===== config.mk =====
export PLATFORM = sky130hd
export DESIGN_NAME = jtdd_romcache_flat
export DESIGN_NICKNAME = d
export VERILOG_FILES = /design/src/rtl/jtdd_romcache_pkg.sv /design/src/rtl/jtdd_romcache_if.sv /design/src/rtl/jtdd_romcache_way.sv /design/src/rtl/jtdd_romcache.sv /design/src/flat_wrapper.sv
export SDC_FILE = /design/constraint.sdc
export NUM_CORES = 1
export LEC_CHECK = 0
export BUFFER_PORTS_ARGS = -buffer_cell sky130_fd_sc_hd__buf_2
export CAP_MARGIN = 20
export CORE_UTILIZATION = 57
export CTS_CLUSTER_DIAMETER = 120
export CTS_CLUSTER_SIZE = 14
export DETAILED_ROUTE_END_ITERATION = 7
export PLACE_DENSITY = 0.87
export RECOVER_POWER = 25
export SLEW_MARGIN = 10
export SYNTH_ARGS = -nofsm -noshare
export SYNTH_HDL_FRONTEND = slang
export SYNTH_SLANG_ARGS = --single-unit

===== constraint.sdc =====
create_clock -name clk -period 5 [get_ports clk]
set_input_delay 0.5 -clock clk [delete_from_list [all_inputs] [get_ports clk]]
set_output_delay 0.5 -clock clk [all_outputs]
set_load 0.05 [all_outputs]

===== src/rtl/jtdd_romcache_pkg.sv =====
// Shared types for the two-entry 6809 ROM read cache.
// FSM encoding and the byte-lane select used by each way.
package jtdd_romcache_pkg;

  typedef enum logic [1:0] {
    StIdle = 2'd0,
    StReq  = 2'd1,
    StWait = 2'd2
  } state_e;

  function automatic logic [7:0] byte_sel(input logic [31:0] word, input logic [1:0] sel);
    logic [31:0] shifted;
    shifted = word >> {sel, 3'b000};
    return shifted[7:0];
  endfunction

endpackage


===== src/rtl/jtdd_romcache_if.sv =====
// CPU-side ROM port plus SDRAM req/ack/dok handshake for jtdd_romcache.
// The cache itself binds to the slave modport.
interface jtdd_romcache_if #(
  parameter int unsigned AW = 18
);
  logic          cpu_cs;
  logic [AW-1:0] cpu_addr;
  logic [7:0]    cpu_data;
  logic          cpu_ok;
  logic          flush;
  logic          sdram_req;
  logic [AW-3:0] sdram_addr;
  logic          sdram_ack;
  logic          sdram_dok;
  logic [31:0]   sdram_data;

  modport master (
    output cpu_cs, cpu_addr, flush, sdram_ack, sdram_dok, sdram_data,
    input  cpu_data, cpu_ok, sdram_req, sdram_addr
  );

  modport slave (
    input  cpu_cs, cpu_addr, flush, sdram_ack, sdram_dok, sdram_data,
    output cpu_data, cpu_ok, sdram_req, sdram_addr
  );
endinterface


===== src/rtl/jtdd_romcache_way.sv =====
// One cache entry: valid/tag/line storage, tag compare and byte select.
// Flush wins over a simultaneous write of the valid bit.
module jtdd_romcache_way
  import jtdd_romcache_pkg::*;
#(
  parameter int unsigned AW = 18
) (
  input  logic          clk,
  input  logic          rst,
  input  logic          flush,
  input  logic          wr,
  input  logic [AW-3:0] wr_tag,
  input  logic [31:0]   wr_data,
  input  logic          cs,
  input  logic [AW-1:0] addr,
  output logic          hit,
  output logic [7:0]    dout
);

  logic          valid_q;
  logic [AW-3:0] tag_q;
  logic [31:0]   line_q;

  always_ff @(posedge clk or posedge rst) begin
    if (rst) begin
      valid_q <= 1'b0;
      tag_q   <= '0;
      line_q  <= '0;
    end else begin
      if (flush) begin
        valid_q <= 1'b0;
      end else if (wr) begin
        valid_q <= 1'b1;
      end
      if (wr) begin
        tag_q  <= wr_tag;
        line_q <= wr_data;
      end
    end
  end

  assign hit  = cs & valid_q & (tag_q == addr[AW-1:2]);
  assign dout = byte_sel(line_q, addr[1:0]);

endmodule


===== src/rtl/jtdd_romcache.sv =====
// Two-entry LRU read cache turning byte-wide CPU ROM reads into 32-bit SDRAM fetches.
// Hits answer combinationally; misses run a req/ack/dok handshake that is never aborted.
module jtdd_romcache
  import jtdd_romcache_pkg::*;
#(
  parameter int unsigned AW = 18
) (
  input logic             clk,
  input logic             rst,
  jtdd_romcache_if.slave  bus
);

  state_e        state_q, state_d;
  logic          req_q, req_d;
  logic [AW-3:0] addr_q, addr_d;
  logic          victim_q, victim_d;
  logic          lru_q, lru_d;
  logic          discard_q, discard_d;
  logic          fill;
  logic          hit0, hit1, hit_any;
  logic [7:0]    dout0, dout1;

  jtdd_romcache_way #(.AW(AW)) u_way0 (
    .clk     (clk),
    .rst     (rst),
    .flush   (bus.flush),
    .wr      (fill & ~victim_q),
    .wr_tag  (addr_q),
    .wr_data (bus.sdram_data),
    .cs      (bus.cpu_cs),
    .addr    (bus.cpu_addr),
    .hit     (hit0),
    .dout    (dout0)
  );

  jtdd_romcache_way #(.AW(AW)) u_way1 (
    .clk     (clk),
    .rst     (rst),
    .flush   (bus.flush),
    .wr      (fill & victim_q),
    .wr_tag  (addr_q),
    .wr_data (bus.sdram_data),
    .cs      (bus.cpu_cs),
    .addr    (bus.cpu_addr),
    .hit     (hit1),
    .dout    (dout1)
  );

  // Hits are masked while flushing so the CPU never sees a line being invalidated.
  assign hit_any = (hit0 | hit1) & ~bus.flush;

  always_comb begin
    state_d   = state_q;
    req_d     = req_q;
    addr_d    = addr_q;
    victim_d  = victim_q;
    lru_d     = lru_q;
    discard_d = discard_q;
    fill      = 1'b0;

    // Victim becomes the way not just hit: hit on way 0 -> lru 1, on way 1 -> lru 0.
    if (hit_any) lru_d = hit0;
    if (bus.flush && state_q != StIdle) discard_d = 1'b1;

    unique case (state_q)
      StIdle: begin
        if (bus.cpu_cs && !(hit0 | hit1) && !bus.flush) begin
          state_d  = StReq;
          addr_d   = bus.cpu_addr[AW-1:2];
          victim_d = lru_q;
          req_d    = 1'b1;
        end
      end
      StReq: begin
        if (bus.sdram_ack) begin
          state_d = StWait;
          req_d   = 1'b0;
        end
      end
      StWait: begin
        if (bus.sdram_dok) begin
          state_d   = StIdle;
          discard_d = 1'b0;
          if (!discard_q && !bus.flush) begin
            fill  = 1'b1;
            lru_d = ~victim_q;
          end
        end
      end
      default: state_d = StIdle;
    endcase
  end

  always_ff @(posedge clk or posedge rst) begin
    if (rst) begin
      state_q   <= StIdle;
      req_q     <= 1'b0;
      addr_q    <= '0;
      victim_q  <= 1'b0;
      lru_q     <= 1'b0;
      discard_q <= 1'b0;
    end else begin
      state_q   <= state_d;
      req_q     <= req_d;
      addr_q    <= addr_d;
      victim_q  <= victim_d;
      lru_q     <= lru_d;
      discard_q <= discard_d;
    end
  end

  assign bus.sdram_req  = req_q;
  assign bus.sdram_addr = addr_q;
  assign bus.cpu_ok     = hit_any;
  assign bus.cpu_data   = !hit_any ? 8'hFF : (hit0 ? dout0 : dout1);

endmodule

===== src/flat_wrapper.sv =====
// flat-port wrapper written by rule: the top's interface ports become plain ports
module jtdd_romcache_flat import jtdd_romcache_pkg::*;
#(
  parameter int unsigned AW = 18
)
  (clk, rst, bus_cpu_cs, bus_cpu_addr, bus_flush, bus_sdram_ack, bus_sdram_dok, bus_sdram_data, bus_cpu_data, bus_cpu_ok, bus_sdram_req, bus_sdram_addr);
  jtdd_romcache_if #(.AW(AW)) bus_i ();
  input logic clk;
  input logic rst;
  input wire logic [$bits(bus_i.cpu_cs)-1:0] bus_cpu_cs;
  input wire logic [$bits(bus_i.cpu_addr)-1:0] bus_cpu_addr;
  input wire logic [$bits(bus_i.flush)-1:0] bus_flush;
  input wire logic [$bits(bus_i.sdram_ack)-1:0] bus_sdram_ack;
  input wire logic [$bits(bus_i.sdram_dok)-1:0] bus_sdram_dok;
  input wire logic [$bits(bus_i.sdram_data)-1:0] bus_sdram_data;
  output wire logic [$bits(bus_i.cpu_data)-1:0] bus_cpu_data;
  output wire logic [$bits(bus_i.cpu_ok)-1:0] bus_cpu_ok;
  output wire logic [$bits(bus_i.sdram_req)-1:0] bus_sdram_req;
  output wire logic [$bits(bus_i.sdram_addr)-1:0] bus_sdram_addr;
  assign bus_i.cpu_cs = bus_cpu_cs;
  assign bus_i.cpu_addr = bus_cpu_addr;
  assign bus_i.flush = bus_flush;
  assign bus_i.sdram_ack = bus_sdram_ack;
  assign bus_i.sdram_dok = bus_sdram_dok;
  assign bus_i.sdram_data = bus_sdram_data;
  assign bus_cpu_data = bus_i.cpu_data;
  assign bus_cpu_ok = bus_i.cpu_ok;
  assign bus_sdram_req = bus_i.sdram_req;
  assign bus_sdram_addr = bus_i.sdram_addr;
  jtdd_romcache #(.AW(AW)) u_core (.clk(clk), .rst(rst), .bus(bus_i));
endmodule

### Word-level counts from Yosys, hierarchy flattened

Cells that the tools add are included.

* register bits: 120
* input bits: 56
* output and inout port bits: 26
* logic and storage cells: 69

* equality and inequality tests: 7
* shifts and indexed selects: 2
* multiplexer cells: 23
* bitwise gates (word level): 10
* reduce and logical (&&, ||, !) cells: 15

Operator list (number)
* right shift 32 x 5 -> 8 bit: 2
* equality test 16 bit: 2
* 2-to-1 mux 1 bit: 16
* 2-to-1 mux 8 bit: 2
* nonzero test 2 bit: 4
* AND 1 bit: 7
* 2-to-1 mux 2 bit: 3
* case mux 2 bit (3 select lines): 1
* AND reduction 3 bit: 2
* logical AND 1 bit: 4
* inequality test 2 bit (second input constant): 2
* logical NOT 1 bit: 3
* equality test 2 x 1 -> 1 bit (second input constant): 1
* equality test 2 bit (second input constant): 1
* logical NOT 2 bit: 1
* inequality test 2 x 1 -> 1 bit (second input constant): 1
* NOT 1 bit: 2
* case mux 1 bit (2 select lines): 1
* AND reduction 2 bit: 1
* OR 1 bit: 1

### Logic depth before layout (Yosys ltp)

* depth in word-level cells: 8
* gate-level depth with buffers: 8
* gate-level depth less buffers: 6

### Hierarchy

From an unflattened synthesis, not the netlist that was laid out.

* cell total of the unflattened synthesis: 353
* area total of the unflattened synthesis: 5403.9 µm²

By module, submodules not included
* jtdd_romcache_way: times used 2, cells an instance 137, area an instance 2175.8 µm², sequential area each 1226.2 µm²
* jtdd_romcache: times used 1, cells an instance 79, area an instance 1052.3 µm², sequential area each 550.5 µm²

### Worst setup path after synthesis

OpenSTA, ideal clock, no wires.

* kind: input-to-output
* start: in bus_cpu_addr[6]
* end: out bus_cpu_data[5]
* data arrival time: 2.792 ns
* setup slack: 1.708 ns
* stages: 6
* cells stage by stage: xnor2_1 nand4_1 nor4_1 a22oi_1 nor2_1 o211ai_1

* cells in the longest elaborated chain, start to end: 5
* elaborated cells on any way between the ends: 8
* classes of those cells: eq/ne: 2; mux: 2; bitwise: 4

RTL lines
* from (decl): RTL line flat_wrapper.sv:11 `input wire logic [$bits(bus_i.cpu_addr)-1:0] bus_cpu_addr;`
* equality test 16 bit: RTL line jtdd_romcache_way.sv:42 `assign hit = cs & valid_q & (tag_q == addr[AW-1:2]);`
* AND 1 bit: RTL line jtdd_romcache_way.sv:42
* OR 1 bit (*): RTL line jtdd_romcache.sv:50 `assign hit_any = (hit0 | hit1) & ~bus.flush;`
* AND 1 bit (*): RTL line jtdd_romcache.sv:50
* net bus_cpu_ok: RTL line flat_wrapper.sv:17 `output wire logic [$bits(bus_i.cpu_ok)-1:0] bus_cpu_ok;`
* 2-to-1 mux 8 bit (*): RTL line jtdd_romcache.sv:115 `assign bus.cpu_data = !hit_any ? 8'hFF : (hit0 ? dout0 : dout1);`
* to (decl): RTL line flat_wrapper.sv:16 `output wire logic [$bits(bus_i.cpu_data)-1:0] bus_cpu_data;`

The timed path passes the listed nets; every way through them passes the cells marked *.

### Final worst setup path

* start: reg u_core.u_way0.tag_q[2]
* end: out bus_cpu_data[5]

* cells in the longest elaborated chain, start to end: 5
* elaborated cells on any way between the ends: 6
* classes of those cells: eq/ne: 1; mux: 2; bitwise: 3

RTL lines
* from (decl): RTL line jtdd_romcache_way.sv:21 `logic [AW-3:0] tag_q;`
* from (signal assigned): RTL line jtdd_romcache_way.sv:36 `tag_q <= wr_tag;`
* equality test 16 bit (*): RTL line jtdd_romcache_way.sv:42
* AND 1 bit (*): RTL line jtdd_romcache_way.sv:42
* OR 1 bit: RTL line jtdd_romcache.sv:50
* AND 1 bit: RTL line jtdd_romcache.sv:50
* 2-to-1 mux 8 bit (*): RTL line jtdd_romcache.sv:115

Mark *: on every way between the ends. The rest lies on a longest branch, timed or not.

==> flow_metrics.env <==
export IMPL_num_rows=35
export IMPL_avgSynthCellArea_sq_um=14.60
export IMPL_routed_wl_um=10900
export IMPL_drv_slew=63
export IMPL_synth_area_sq_um=5446
export IMPL_ir_drop_uv=396.2
export IMPL_ys_dominant_reg_cell="dfrtp_1"
export IMPL_drive_above_1_share_pct=51.06
export IMPL_slowest_delay_ps=650
export IMPL_cts_sinks=120
export IMPL_die_y_um=99.75
export IMPL_cts_buffers=17
export IMPL_cts_hold_buf=0
export IMPL_vias=3326
export IMPL_grt_pass1_vias=3605
export IMPL_fin_skew_ps=7.966
export IMPL_worst_pin_slew_ps=2637
export IMPL_path_max_fanout=9
export IMPL_n_antenna_cell=0
export IMPL_vias_per_cell=5.534
export IMPL_synth_seq_cells=120
export IMPL_gp_congestion=0.7229
export IMPL_startpoint="u_core.u_way0.tag_q[2]"
export IMPL_dp_hpwl_um=7250
export IMPL_crit_family="simple AND/OR/NAND/NOR gates"
export IMPL_rsz0062_at_grt="false"
export IMPL_endpoint_kind="output pin"
export IMPL_r2r_slack_ps=2210
export IMPL_cp_slowest_cell="nor2_1"
export IMPL_yosys_warnings=0
export IMPL_hold_class="primary input to flip-flop"
export IMPL_dr_pass1_iters=4
export IMPL_clkTransAtPathRegs_ps=60
export IMPL_syn_inst=373
export IMPL_grt_max_degree=63
export IMPL_hold_viol=0
export IMPL_drt_iter0_markers=111
export IMPL_dieArea_sq_um=9950
export IMPL_grt_pass1_wl_um=17730
export IMPL_cts_tree="yes"
export IMPL_synth_common_cells="dfrtp_1 (120), mux2_2 (107), mux2i_1 (31)"
export IMPL_crit_arrival_ps=2890
export IMPL_critPathLaunchType="flip-flop"
export IMPL_synthArstFlopShare_pct=100.0
export IMPL_wire_per_inst_um=18.13
export IMPL_layout_min_cycle_time_ps=3389
export IMPL_worstPathCellList="xnor2_1 -> nand4_1 -> nor4_1 -> a22oi_1 -> nor2_1 -> o211ai_1 -> buf_2"
export IMPL_antenna_found_initial=0
export IMPL_cts_resized=0
export IMPL_max_cap_violations=1
export IMPL_io_buffers=81
export IMPL_synth_cell_type_count=34
export IMPL_fin_setup_tns_ps=0
export IMPL_status="complete, but fails checks"
export IMPL_p_total_mw=3.793
export IMPL_post_route_period_util_pct=67.79
export IMPL_relSlewSlack_pct=-76.75
export IMPL_failed_checks="capacitance limit, slew limit"
export IMPL_ys_seq_area_share_pct=55.13
export IMPL_worstReg2RegStart="u_core.state_q[0]"
export IMPL_p_leak_nw=3.121
export IMPL_hp_start="bus_sdram_data[0]"
export IMPL_post_cts_setup_buffers=0
export IMPL_synth_nets=429
export IMPL_synth_top_cell_area_share_pct=55.13
export IMPL_yosysTopAreaCell="dfrtp_1"
export IMPL_ios=82
export IMPL_fin_nets=515
export IMPL_clk_path_buf_depth=2
export IMPL_synth_most_common_cell="dfrtp_1"
export IMPL_clk_latency_ps=510
export IMPL_grt_ovfl_total=0
export IMPL_power_density_nw_per_um2=578.9
export IMPL_grt_use_total_pct=23.91
export IMPL_drtAntennaViolNets=0
export IMPL_area_growth_pct=20.31
export IMPL_fin_hold_ws_ps=231.0
export IMPL_start_util_pct=58.94
export IMPL_required_ps=4500
export IMPL_drc=0
export IMPL_core_sq_um=9240
export IMPL_crit_buf_inv=1
export IMPL_path_class="flip-flop to output pin"
export IMPL_setup_violations_final=0
export IMPL_htreeDepth=4
export IMPL_fmax_ghz=0.2951
export IMPL_clockRootBuffer="clkbuf_8"
export IMPL_synth_area_leaders="dfrtp_1 (55%), mux2_2 (22%), mux2i_1 (5.7%)"
export IMPL_chipWidth_um=99.75
export IMPL_synth_edff_count=0
-- cells in the final DEF (no fill, tap or decap), types with 2 or more instances in the layout --
| cell type | Yosys | final |
|---|---|---|
| buf_2 | 5 | 81 |
| buf_4 | 1 | 2 |
| bufinv_16 | 0 | 3 |
| clkbuf_16 | 0 | 16 |
| clkbuf_8 | 0 | 2 |
| clkinv_2 | 0 | 6 |
| clkinv_4 | 0 | 3 |
| dfrtp_1 | 120 | 120 |
| mux2_2 | 107 | 107 |
| mux2_4 | 8 | 8 |
| mux2i_1 | 31 | 31 |
| mux4_2 | 7 | 7 |
| nand2_1 | 9 | 8 |
| nand3_1 | 3 | 3 |
| nand4_1 | 7 | 7 |
| nor2_1 | 7 | 7 |
| nor3_1 | 2 | 2 |
| nor4_1 | 3 | 3 |
| o211ai_1 | 2 | 2 |
| o21a_1 | 2 | 2 |
| xnor2_1 | 26 | 26 |
| xor2_1 | 6 | 6 |
-- per-stage QoR --
stage | cells | setup WS (ps) | instance area, sq um | util (%)
2_1_floorplan | 373 | 1314 | 5446 | -
3_3_place_gp | 568 | 1872 | 5956 | 64.46
3_5_place_dp | 568 | 1833 | 5956 | 64.46
4_1_cts | 600 | 1542 | 6541 | 70.79
5_1_grt | 601 | 1272 | 6553 | 70.91
6_report | 601 | 1611 | 6553 | 70.91
-- state kept, by name (all words and copies together), names as in the netlist, 2 cells and up --
| signal | count |
|---|---|
| u_core.state_q | 2 |
| u_core.u_way0.tag_q | 16 |
| u_core.u_way0.line_q | 32 |
| u_core.bus.sdram_addr | 16 |
| u_core.u_way1.line_q | 32 |
| u_core.u_way1.tag_q | 16 |
-- logic make-up (layout without fill, tap and decap cells) --
| logic type | after synthesis | count (layout) | share of synthesized area, % |
|---|---|---|---|
| flops | 120 | 120 | 55.13 |
| simple gates | 38 | 38 | 3.630 |
| mux | 153 | 153 | 32.92 |
| xor+xnor | 32 | 32 | 5.146 |
| compound gates | 10 | 10 | 1.332 |
| buf+inv | 20 | 119 | 1.838 |
-- final timing paths --
path / to / depth (start not counted)
max: bus_cpu_data[5] / 7
min: u_core.u_way1.line_q[0] / 2
max reg2reg: u_core.u_way0.line_q[31] / 4
min reg2reg: u_core.bus.sdram_req / 1
max in group asynchronous: u_core.u_way0.line_q[27] / 3
min in group asynchronous: u_core.u_way1.line_q[0] / 2
-- power breakdown --
group	switching (mW)	total, mW	internal, mW
clock	0.422	1.19	0.768
sequential	0.251	1.61	1.36
combinational	0.469	0.989	0.519
total	1.14	3.79	2.65
-- routing by layer --
metal | up-vias | global-route usage, % | routed length (um)
met5 | - | 0 | 0
met4 | 0 | 8.484 | 81
met3 | 9 | 6.395 | 481
met2 | 78 | 42.81 | 5836
met1 | 1724 | 27.53 | 4498
li1 | 1515 | - | -
-- area by class of cell --
class,instances,area [sq um]
Clock buffer,19,431.7
Clock inverter,13,153.9
Fill cell,654,2688
Inverter,2,8.758
Multi-Input combinational cell,233,2354
Sequential cell,120,3003
Tap cell,129,161.4
Timing Repair Buffer,85,440.4
Note: power is estimated with default switching activity, not from simulation.
